--- config.mk ---
export PLATFORM = sky130hd
export DESIGN_NAME = vga_console_scanner
export DESIGN_NICKNAME = d
export VERILOG_FILES = /design/src/rtl/vga_console_scanner.sv
export SDC_FILE = /design/constraint.sdc
export NUM_CORES = 1
export LEC_CHECK = 0
export CAP_MARGIN = 5
export CORE_MARGIN = 10
export CORE_UTILIZATION = 45
export DETAILED_ROUTE_END_ITERATION = 8
export PLACE_DENSITY = 0.7
export SLEW_MARGIN = 20
export SYNTH_ARGS = -nofsm -noshare
export SYNTH_HDL_FRONTEND = slang
export SYNTH_SLANG_ARGS = --single-unit
--- constraint.sdc ---
create_clock -name pixel_clk -period 2.9 [get_ports pixel_clk]
set_input_delay 0.58 -clock pixel_clk [delete_from_list [all_inputs] [get_ports pixel_clk]]
set_output_delay 0.58 -clock pixel_clk [all_outputs]
set_load 0.02 [all_outputs]
--- src/rtl/vga_console_scanner.sv ---
// Maps the visible-pixel stream onto text-cell / glyph-pixel coordinates,
// with pixel replication, console-area flag, char-RAM address and fetch strobe.
module vga_console_scanner #(
    parameter int TEXT_COLUMNS  = 80,
    parameter int TEXT_ROWS     = 30,
    parameter int GLYPH_COLUMNS = 8,
    parameter int GLYPH_ROWS    = 16,
    parameter int HSCALE        = 1,
    parameter int VSCALE        = 1,
    parameter int ADDR_WIDTH    = 12,
    localparam int CW  = (TEXT_COLUMNS > 1) ? $clog2(TEXT_COLUMNS) : 1,
    localparam int RW  = (TEXT_ROWS > 1) ? $clog2(TEXT_ROWS) : 1,
    localparam int GXW = (GLYPH_COLUMNS > 1) ? $clog2(GLYPH_COLUMNS) : 1,
    localparam int GYW = (GLYPH_ROWS > 1) ? $clog2(GLYPH_ROWS) : 1
) (
    input  logic                  pixel_clk,
    input  logic                  reset,
    input  logic                  frame_start,
    input  logic                  line_start,
    input  logic                  pixel_visible,
    output logic [CW-1:0]         text_col,
    output logic [RW-1:0]         text_row,
    output logic [GXW-1:0]        glyph_x,
    output logic [GYW-1:0]        glyph_y,
    output logic [ADDR_WIDTH-1:0] char_addr,
    output logic                  text_active,
    output logic                  char_fetch
);

    localparam logic [1:0]            HMAX   = 2'(HSCALE - 1);
    localparam logic [1:0]            VMAX   = 2'(VSCALE - 1);
    localparam logic [GXW-1:0]        GXMAX  = GXW'(GLYPH_COLUMNS - 1);
    localparam logic [GYW-1:0]        GYMAX  = GYW'(GLYPH_ROWS - 1);
    localparam logic [CW-1:0]         COLMAX = CW'(TEXT_COLUMNS - 1);
    localparam logic [RW-1:0]         ROWMAX = RW'(TEXT_ROWS - 1);
    localparam logic [ADDR_WIDTH-1:0] STEP   = ADDR_WIDTH'(TEXT_COLUMNS);

    logic [1:0]            hph_q, hph_d;
    logic [GXW-1:0]        gx_q, gx_d;
    logic [CW-1:0]         col_q, col_d;
    logic                  h_in_q, h_in_d;
    logic [1:0]            vph_q, vph_d;
    logic [GYW-1:0]        gy_q, gy_d;
    logic [RW-1:0]         row_q, row_d;
    logic [ADDR_WIDTH-1:0] base_q, base_d;
    logic                  v_in_q, v_in_d;
    logic [ADDR_WIDTH-1:0] addr_q, addr_d;
    logic                  act_q, act_d;
    logic                  fetch_q, fetch_d;
    logic                  new_cell;

    always_comb begin
        hph_d    = hph_q;
        gx_d     = gx_q;
        col_d    = col_q;
        h_in_d   = h_in_q;
        vph_d    = vph_q;
        gy_d     = gy_q;
        row_d    = row_q;
        base_d   = base_q;
        v_in_d   = v_in_q;
        new_cell = 1'b0;

        if (frame_start) begin
            vph_d  = '0;
            gy_d   = '0;
            row_d  = '0;
            base_d = '0;
            v_in_d = 1'b1;
        end else if (line_start && v_in_q) begin
            if (vph_q == VMAX) begin
                vph_d = '0;
                if (gy_q == GYMAX) begin
                    gy_d = '0;
                    if (row_q == ROWMAX) begin
                        row_d  = '0;
                        base_d = '0;
                        v_in_d = 1'b0;
                    end else begin
                        row_d  = row_q + RW'(1);
                        base_d = base_q + STEP;
                    end
                end else begin
                    gy_d = gy_q + GYW'(1);
                end
            end else begin
                vph_d = vph_q + 2'd1;
            end
        end

        // Lines outside the console rows never enter the horizontal area.
        if (frame_start || line_start) begin
            hph_d    = '0;
            gx_d     = '0;
            col_d    = '0;
            h_in_d   = v_in_d;
            new_cell = v_in_d;
        end else if (pixel_visible && h_in_q) begin
            if (hph_q == HMAX) begin
                hph_d = '0;
                if (gx_q == GXMAX) begin
                    gx_d = '0;
                    if (col_q == COLMAX) begin
                        col_d  = '0;
                        h_in_d = 1'b0;
                    end else begin
                        col_d    = col_q + CW'(1);
                        new_cell = 1'b1;
                    end
                end else begin
                    gx_d = gx_q + GXW'(1);
                end
            end else begin
                hph_d = hph_q + 2'd1;
            end
        end

        act_d   = h_in_d & v_in_d;
        addr_d  = act_d ? base_d + ADDR_WIDTH'(col_d) : '0;
        fetch_d = act_d & new_cell;
    end

    always_ff @(posedge pixel_clk or posedge reset) begin
        if (reset) begin
            hph_q   <= '0;
            gx_q    <= '0;
            col_q   <= '0;
            h_in_q  <= 1'b0;
            vph_q   <= '0;
            gy_q    <= '0;
            row_q   <= '0;
            base_q  <= '0;
            v_in_q  <= 1'b0;
            addr_q  <= '0;
            act_q   <= 1'b0;
            fetch_q <= 1'b0;
        end else begin
            hph_q   <= hph_d;
            gx_q    <= gx_d;
            col_q   <= col_d;
            h_in_q  <= h_in_d;
            vph_q   <= vph_d;
            gy_q    <= gy_d;
            row_q   <= row_d;
            base_q  <= base_d;
            v_in_q  <= v_in_d;
            addr_q  <= addr_d;
            act_q   <= act_d;
            fetch_q <= fetch_d;
        end
    end

    assign text_col    = col_q;
    assign text_row    = row_q;
    assign glyph_x     = gx_q;
    assign glyph_y     = gy_q;
    assign char_addr   = addr_q;
    assign text_active = act_q;
    assign char_fetch  = fetch_q;

endmodule
---- Yosys cells after proc, flatten, opt, wreduce, memory -nomap -nowiden ----
Cells that the tools add are included.
Widths: inputs -> output; s select.
word-level totals
  bits in registers ....................... 51
  bits of input ports ..................... 5
  output and inout port bits .............. 33
  word-level logic and storage cells ...... 84
operators by class
  add/sub/neg operators ................... 8
  equality and inequality tests ........... 4
  mux-type cells .......................... 45
  bitwise gates (word level) .............. 2
  reduce and logical (&&, ||, !) cells .... 13
operators with widths
  cell                   count
  $mux 12                6
  $mux 7                 5
  $mux 5                 5
  $mux 4                 4
  $mux 1                 15
  $add 12x7->12          1
  $add 12x7->12 const B  1
  $mux 2                 6
  $mux 3                 4
  $reduce_bool 2->1      5
  $add 7x1->7 const B    1
  $eq 7x7->1 const B     1
  $add 5x1->5 const B    1
  $eq 5x5->1 const B     1
  $add 2x1->2 const B    2
  $add 4x1->4 const B    1
  $eq 4x4->1 const B     1
  $logic_not 2->1        2
  $reduce_and 2->1       2
  $add 3x1->3 const B    1
  $eq 3x3->1 const B     1
  $reduce_and 3->1       1
  $and 1x1->1            2
  $logic_and 1x1->1      2
  $logic_or 1x1->1       1

---- Longest topological paths before layout ----
Gate-level depths: netlist of run 1.
  depth in word-level cells ............... 9
  gate-level depth with buffers ........... 14
  gate-level depth less buffers ........... 13

---- Worst setup path before layout of run 1 ----
No wires, ideal clock.
  path kind ............................... register to register
  from .................................... register gy_q[0], in the netlist glyph_y[0]
  to ...................................... register addr_q[10], in the netlist char_addr[10]
  library setup time ...................... 0.079 ns
  arrival time ............................ 3.180 ns
  required time ........................... 2.821 ns
  setup slack ............................. -0.359 ns
  cell stages (with the launch flop) ...... 13
  path buffers ............................ 0
  clock period less this slack ............ 3.259 ns
  cells stage by stage .................... dfrtp_1 ha_1 nand3_1 nor2_1 a21oi_1 and2_1 ha_1 fa_1 a211oi_1 o21ai_0 a21oi_1 or4b_1 mux2i_1
between the ends
  elaborated cells on any way between the ends .. 13
  those cells by class .................... add/sub (1); eq/ne (1); mux (10); bitwise (1)
RTL lines
  item                    RTL line  text
  from (decl)             43        logic [GYW-1:0] gy_q, gy_d;
  from (signal assigned)  143       gy_q <= gy_d;
  $eq 4x4->1              73        if (gy_q == GYMAX) begin
  $mux 12                 73
  $mux 12                 71        if (vph_q == VMAX) begin
  $mux 12                 70        end else if (line_start && v_in_q) begin
  $mux 12                 64        if (frame_start) begin
  named net base_d[0]     45        logic [ADDR_WIDTH-1:0] base_q, base_d;
  $add 12x7->12           119       addr_d = act_d ? base_d + ADDR_WIDTH'(col_d) : '0;
  $mux 12                 119
  named net addr_d[10]    47        logic [ADDR_WIDTH-1:0] addr_q, addr_d;
  to (signal assigned)    147       addr_q <= addr_d;
  to (decl)               47
The timed path passes the listed nets, and every way through them passes these cells.
A chain may end at the register's enable or synchronous reset.

---- Worst setup path in the final report of run 1 ----
  from .................................... register col_q[1], in the netlist text_col[1]
  to ...................................... register addr_q[9], in the netlist char_addr[9]
between the ends
  cells in the longest elaborated chain, start to end .. 8
  elaborated cells on any way between the ends .. 15
  those cells by class .................... add/sub (2); eq/ne (1); mux (11); bitwise (1)
ends and longest elaborated chain
  item                                              RTL line  text
  from (decl)                                       40        logic [CW-1:0] col_q, col_d;
  from (signal assigned)                            140       col_q <= col_d;
  $add 7x1->7 / $eq 7x7->1 (equally long branches)  107, 103
  $mux 7 (*)                                        103       if (col_q == COLMAX) begin
  $mux 7 (*)                                        101       if (gx_q == GXMAX) begin
  $mux 7 (*)                                        99        if (hph_q == HMAX) begin
  $mux 7 (*)                                        98        end else if (pixel_visible && h_in_q) begin
  $mux 7 (*)                                        92        if (frame_start || line_start) begin
  named net col_d[5]                                40
  $add 12x7->12 (*)                                 119
  $mux 12 (*)                                       119
  named net addr_d[9]                               47
The timed path passes the listed nets; every way through them passes the cells marked *.

==> run metrics, run 1 <==
Root Buffer=clkbuf_8; drt drc=0; Die Ht=98.1 um; Final min period=2960 ps; initial antenna violation count=0; Worst Max-Slew Pin Slew=611 ps; GRT Util Overall=15.4%; total gr overflow=0; syn nets=312; outcome=complete, but fails checks; placed instance count=457; CTS sink cnt=51; clk buf depth=2; period utilisation layout=102%; drt pass-1 iters=4; failing checks=setup timing; TritonCTS Buffers=5; Avg WL per Cell=17.4 um; crit-path cells=ha_4, nand3_4, nor3_4, buf_4, and4b_1, o21ai_2, a21oi_2, ha_4, o21a_4, a2bb2oi_2, o221ai_2, or4_1, nand2_1; Buffers on Ports=37; initial drt markers=166; Pleak=1.85 nW; first-pass GRT wire length=12500 um; Final #Nets=427; vias in the first global route=2611; Setup CP Type=reg -> reg; Clock transition at path regs=100 ps; Post-CTS Hold Fix Bufs=0; startpoint class of the critical path=register; Die ar.=9630 um2; htree depth=2; Worst path max stage delay=510 ps; critical path arrival=3210 ps; RD Place Congestion=0.850; final worst setup slack=-57.6 ps; final hold viol count=0; Initial Util=46.4%; largest net degree at the start of global routing=25; RSZ-0062 raised after global routing=yes; Final ANT Viol Nets=0; Yosys cell types=52; FMAX=0.338 GHz; area of the multi-input gates=1720 um2; max-cap violations=0; VDD IR max=0.264 mV; Pins Over Slew Limit=0; Non-Filler Instances=479; Syn. warnings=0; Critical Path Fanout Max=4; DPL Wire Length=5460 um; Netlist Area Pre-Place=2750 um2; I/O Pins=38; family with the most delay on the worst path=simple AND/OR/NAND/NOR gates; Worst EP required=3150 ps; cells after synthesis=288; Setup crit end kind=register; Vias/cell=5.56; layout cell share with drive strength beyond 1=36.4%; PwrDens=300 nW/um2; Routed WL=8360 um; Hold Path Class=in -> async; Synth Area per Inst=9.54 um2; Rows=28; Most common cell on crit path=ha_4; FF-to-FF Start=text_col[1]; area growth from synthesis to layout=52.9%; Top FF cell, synth=dfrtp_1; Max-slew headroom=58.7%; diode count=0; Post-synth EDFFs=0; clock latency on the worst-skew pair=320 ps; reg2reg path depth=13; CP bufs+invs=1; FF/Latch Area=1280 um2; FF-to-FF End=char_addr[9]; slowest stage cell on the critical path=or4_1; fraction of registers with async set/reset=100%; sequential area share after synthesis=46.4%; WHS=499 ps; Core ar.=5920 um2; Setup Viol. Count Final=2; Die X=98.1 um; via count=2663; # fillers=407; skew final=15.2 ps; flop2flop setup slack=-60 ps; number of synthesized register bits=51; CTS tree=built
==> sequential cells by signal, indices dropped and copies added, names as in the netlist, 2 cells and up <==
name,count
glyph_y,4
base_q,12
char_addr,12
text_col,7
vph_q,2
glyph_x,3
text_row,5
hph_q,2
==> what timing repair did <==
| item | CTS | global route |
|---|---|---|
| pin swaps | 14 | 30 |
| setup buffers | 3 | 12 |
| setup endpoints to repair | 5 | 8 |
| gates resized for setup | 30 | 43 |
==> power breakdown <==
| part | leakage, nW | internal, mW | switching, mW |
|---|---|---|---|
| logic | 1.12 | 0.0352 | 0.0547 |
| registers | 0.685 | 0.715 | 0.00237 |
| clock network | 0.0474 | 0.195 | 0.258 |
==> cells by family after synthesis <==
kind of cell	synth area share, %
mux	1.09
xor+xnor	3.51
compound gates	15.4
simple gates	21.6
fa+ha+maj	8.93
flops	46.4
buf+inv	3.05
==> cell usage in the layout (no fill, tap or decap), drive strengths merged, types with 5 or more instances in the layout <==
cell / instances
dfrtp: 51
nand3: 13
o21ai: 14
a211oi: 5
a21oi: 24
clkbuf: 6
inv: 13
xor2: 5
ha: 18
buf: 77
xnor2: 6
clkdlybuf4s50: 35
and2: 6
nor2: 37
nand2: 24
nor3: 11
==> through the flow <==
step | setup slack [ps] | setup TNS, ps | util [%] | total power [mW] | area [um2]
after floorplan | 17.7 | 0 | - | 0.771 | 2780
after global placement | -486 | -2890 | 62.2 | 0.816 | 3680
after detailed placement | -528 | -3040 | 62.2 | 0.818 | 3680
after CTS | 10.6 | 0 | 66.1 | 1.26 | 3920
after global routing | -182 | -746 | 71.0 | 1.30 | 4200
final | -57.6 | -100 | 71.0 | 1.26 | 4200
==> cells in the mapped netlist, types with 2 or more instances <==
cell | number | share of area (%)
nor3_1 | 11 | 2.0
nor3b_1 | 3 | 0.82
o2111ai_1 | 3 | 0.96
nor2_1 | 36 | 4.9
inv_1 | 13 | 1.8
nand2b_1 | 2 | 0.46
nor4_1 | 2 | 0.46
o31a_1 | 2 | 0.64
o221ai_1 | 2 | 0.64
or4_1 | 2 | 0.55
nand2_1 | 24 | 3.3
mux2i_1 | 3 | 1.1
xnor2_1 | 6 | 1.9
or3_1 | 3 | 0.68
o21a_1 | 2 | 0.55
nand4_1 | 3 | 0.68
ha_1 | 18 | 8.2
a21oi_1 | 24 | 4.4
a21o_1 | 2 | 0.55
dfrtp_1 | 51 | 46
a22oi_1 | 2 | 0.55
a211oi_1 | 5 | 1.4
o21ai_0 | 13 | 2.4
o211ai_1 | 2 | 0.55
and2_1 | 6 | 1.4
or2_2 | 2 | 0.46
nor2b_1 | 3 | 0.68
nand3_1 | 12 | 2.2
clkbuf_1 | 2 | 0.27
xor2_1 | 5 | 1.6
and3_1 | 3 | 0.68
==> layout make-up <==
| cell class | count | share of cell area, % |
|---|---|---|
| Inverter | 13 | 1.16 |
| Clock buffer | 6 | 1.97 |
| Multi-Input combinational cell | 218 | 41.0 |
| Tap cell | 75 | 2.23 |
| Timing Repair Buffer | 114 | 22.8 |
| Sequential cell | 51 | 30.5 |
| Clock inverter | 2 | 0.387 |
==> routing by layer <==
layer  share of wire (%)  vias up  global-route usage (%)  wire length (um)
met5                   0        -                       0                 0
li1                    -     1257                       -                 -
met3                 6.2       15                    3.03               517
met1                  42     1306                    19.3              3480
met2                  50       85                    25.9              4220
met4                 1.6        0                    4.96               137
==> worst max-delay path by stage <==
stage          depth (start not counted)  slack [ps]           from            end
2_1_floorplan                         13          20     glyph_x[0]  char_addr[10]
3_3_place_gp                          12        -490     line_start  char_addr[10]
3_5_place_dp                          12        -530  pixel_visible   char_addr[9]
4_1_cts                               11          10    text_row[0]  char_addr[10]
5_1_grt                               14        -180     glyph_x[1]  char_addr[10]
6_report                              13         -60    text_col[1]   char_addr[9]
(Power assumes the default switching activity.)
==> run 2, diff against run 1 <==
--- a/config.mk
+++ b/config.mk
@@ -10,6 +10,7 @@
 export CORE_UTILIZATION = 45
 export DETAILED_ROUTE_END_ITERATION = 8
 export PLACE_DENSITY = 0.7
+export REMOVE_ABC_BUFFERS = 1
 export SLEW_MARGIN = 20
 export SYNTH_ARGS = -nofsm -noshare
 export SYNTH_HDL_FRONTEND = slang
==> run metrics, run 2 (synthesized netlist as in run 1, its figures left out) <==
Non-Filler Instances=469 (was 479); Hold Path Class=reg -> reg (was in -> async); FMAX=0.357 GHz (was 0.338 GHz); Final #Nets=417 (was 427); Rows=28 (unchanged); diode count=0 (unchanged); placed instance count=455 (was 457); Routed WL=7130 um (was 8360 um); Final min period=2800 ps (was 2960 ps); largest net degree at the start of global routing=30 (was 25); startpoint class of the critical path=register (unchanged); dpl ws=-579 ps (was -528 ps); htree depth=2 (unchanged); Core ar.=5920 um2 (unchanged); # fillers=451 (was 407); Fin Setup TNS=0 ps (was -100 ps); via count=2519 (was 2663); initial drt markers=129 (was 166); initial antenna violation count=0 (unchanged); design area=4010 um2 (was 4200 um2); Setup CP Type=reg -> reg (unchanged); hold path depth=1; Post-CTS Hold Fix Bufs=0 (unchanged); TritonCTS Buffers=5 (unchanged); final hold viol count=0 (unchanged); drt pass-1 iters=4 (unchanged); Die Ht=98.1 um (unchanged); skew final=6.58 ps (was 15.2 ps); reg2reg path depth=13 (unchanged); Pins Over Slew Limit=0 (unchanged); WHS=506 ps (was 499 ps); drt drc=0 (unchanged); CTS sink cnt=51 (unchanged); Buffers on Ports=37 (unchanged); Min-Delay Endpoint=base_q[0]; commonest non-fill, non-tap cell in the layout=buf_4 (unchanged); VDD IR max=0.195 mV (was 0.264 mV); area growth from synthesis to layout=45.8% (was 52.9%); final worst setup slack=98.8 ps (was -57.6 ps); clock latency on the worst-skew pair=300 ps (was 320 ps); max-cap violations=0 (unchanged); total gr overflow=0 (unchanged); FF-to-FF Start=text_col[1] (unchanged); Worst EP required=3090 ps (was 3150 ps); PwrDens=327 nW/um2 (was 300 nW/um2); Worst Max-Slew Pin Slew=551 ps (was 611 ps); outcome=complete, no violations (was complete, but fails checks); RD Place Congestion=0.853 (was 0.850); Avg WL per Cell=15.2 um (was 17.4 um); FF-to-FF End=char_addr[10] (was char_addr[9]); Initial Util=46.4% (unchanged); Pleak=1.80 nW (was 1.85 nW); most frequent cells in the layout=65 x buf_4, 51 x dfrtp_1, 34 x clkdlybuf4s50_1 (was 74 x buf_4, 47 x dfrtp_1, 35 x clkdlybuf4s50_1); critical path arrival=2990 ps (was 3210 ps); period utilisation layout=96.6% (was 102%); clk buf depth=2 (unchanged); Vias/cell=5.37 (was 5.56); Max-slew headroom=63.3% (was 58.7%); Die ar.=9630 um2 (unchanged); Setup Viol. Count Final=0 (was 2); first-pass GRT wire length=12100 um (was 12500 um); Root Buffer=clkbuf_8 (unchanged); layout cell share with drive strength beyond 1=28.9% (was 36.4%); RSZ-0062 raised after global routing=yes (unchanged); I/O Pins=38 (unchanged); Critical Path Fanout Max=5 (was 4); placed cell area=3650 um2 (was 3680 um2); Final ANT Viol Nets=0 (unchanged); Clock transition at path regs=90 ps (was 100 ps); DPL Wire Length=5340 um (was 5460 um); Hold Crit Start=base_q[0]; vias in the first global route=2579 (was 2611); Die X=98.1 um (unchanged); Setup crit end kind=register (unchanged); GRT Util Overall=14.8% (was 15.4%); CTS tree=built (unchanged); flop2flop setup slack=100 ps (was -60 ps)
[run 2: worst max path at each step]
| stage | from | end | slack (ps) | cells past startpoint |
|---|---|---|---|---|
| after detailed placement | line_start | char_addr[10] | -580 | 12 |
| after floorplan | glyph_y[0] | char_addr[10] | -360 | 12 |
| after global placement | line_start | char_addr[10] | -480 | 12 |
| after CTS | glyph_x[1] | char_addr[10] | -4 | 14 |
| after global routing | text_col[1] | char_addr[10] | -80 | 13 |
| final | text_col[1] | char_addr[10] | 100 | 13 |
[run 2: worst max-delay path, stage by stage, from the launching register on]
cell	delay, ps
dfrtp_1	380
ha_2	200
nand3_2	90
nor3_2	160
buf_4	170
and4b_1	190
o21ai_1	160
a21oi_2	90
ha_1	300
o21a_1	160
buf_4	130
a21oi_2	50
or4b_1	480
mux2i_1	140
[run 2: metrics by stage]
stage	utilization [%]	power (mW)
final	67.6	1.31
after global routing	67.6	1.37
after floorplan	-	0.765
after global placement	61.6	0.816
after CTS	65.2	1.32
after detailed placement	61.6	0.818
[run 2: area by class of cell]
class	count	area (um2)	area share [%]
Clock buffer	6	82.6	2.06
Clock inverter	2	35.0	0.875
Inverter	13	48.8	1.22
Multi-Input combinational cell	218	1580	39.5
Sequential cell	51	1280	31.9
Tap cell	75	93.8	2.34
Timing Repair Buffer	104	886	22.1
[run 2: report_power, final]
part | internal, mW | leakage [nW] | switching [mW] | total [mW]
logic | 0.0357 | 1.04 | 0.0517 | 0.0873
registers | 0.714 | 0.692 | 0.00215 | 0.716
clock network | 0.279 | 0.0612 | 0.229 | 0.508
[run 2: per-layer routing]
layer | vias to the layer above | GRT usage [%] | part of all wire [%] | wire [um]
li1 | 1240 | - | - | -
met1 | 1211 | 18.4 | 43 | 3050
met2 | 58 | 23.9 | 50 | 3530
met3 | 10 | 3.66 | 5.7 | 409
met4 | 0 | 6.39 | 1.8 | 131
met5 | - | 0 | 0 | 0
[run 2: what timing repair did]
action	in CTS	in global routing
gates resized for setup	23	30
setup endpoints to repair	8	9
pin swaps	12	15
buffers inserted	4	2
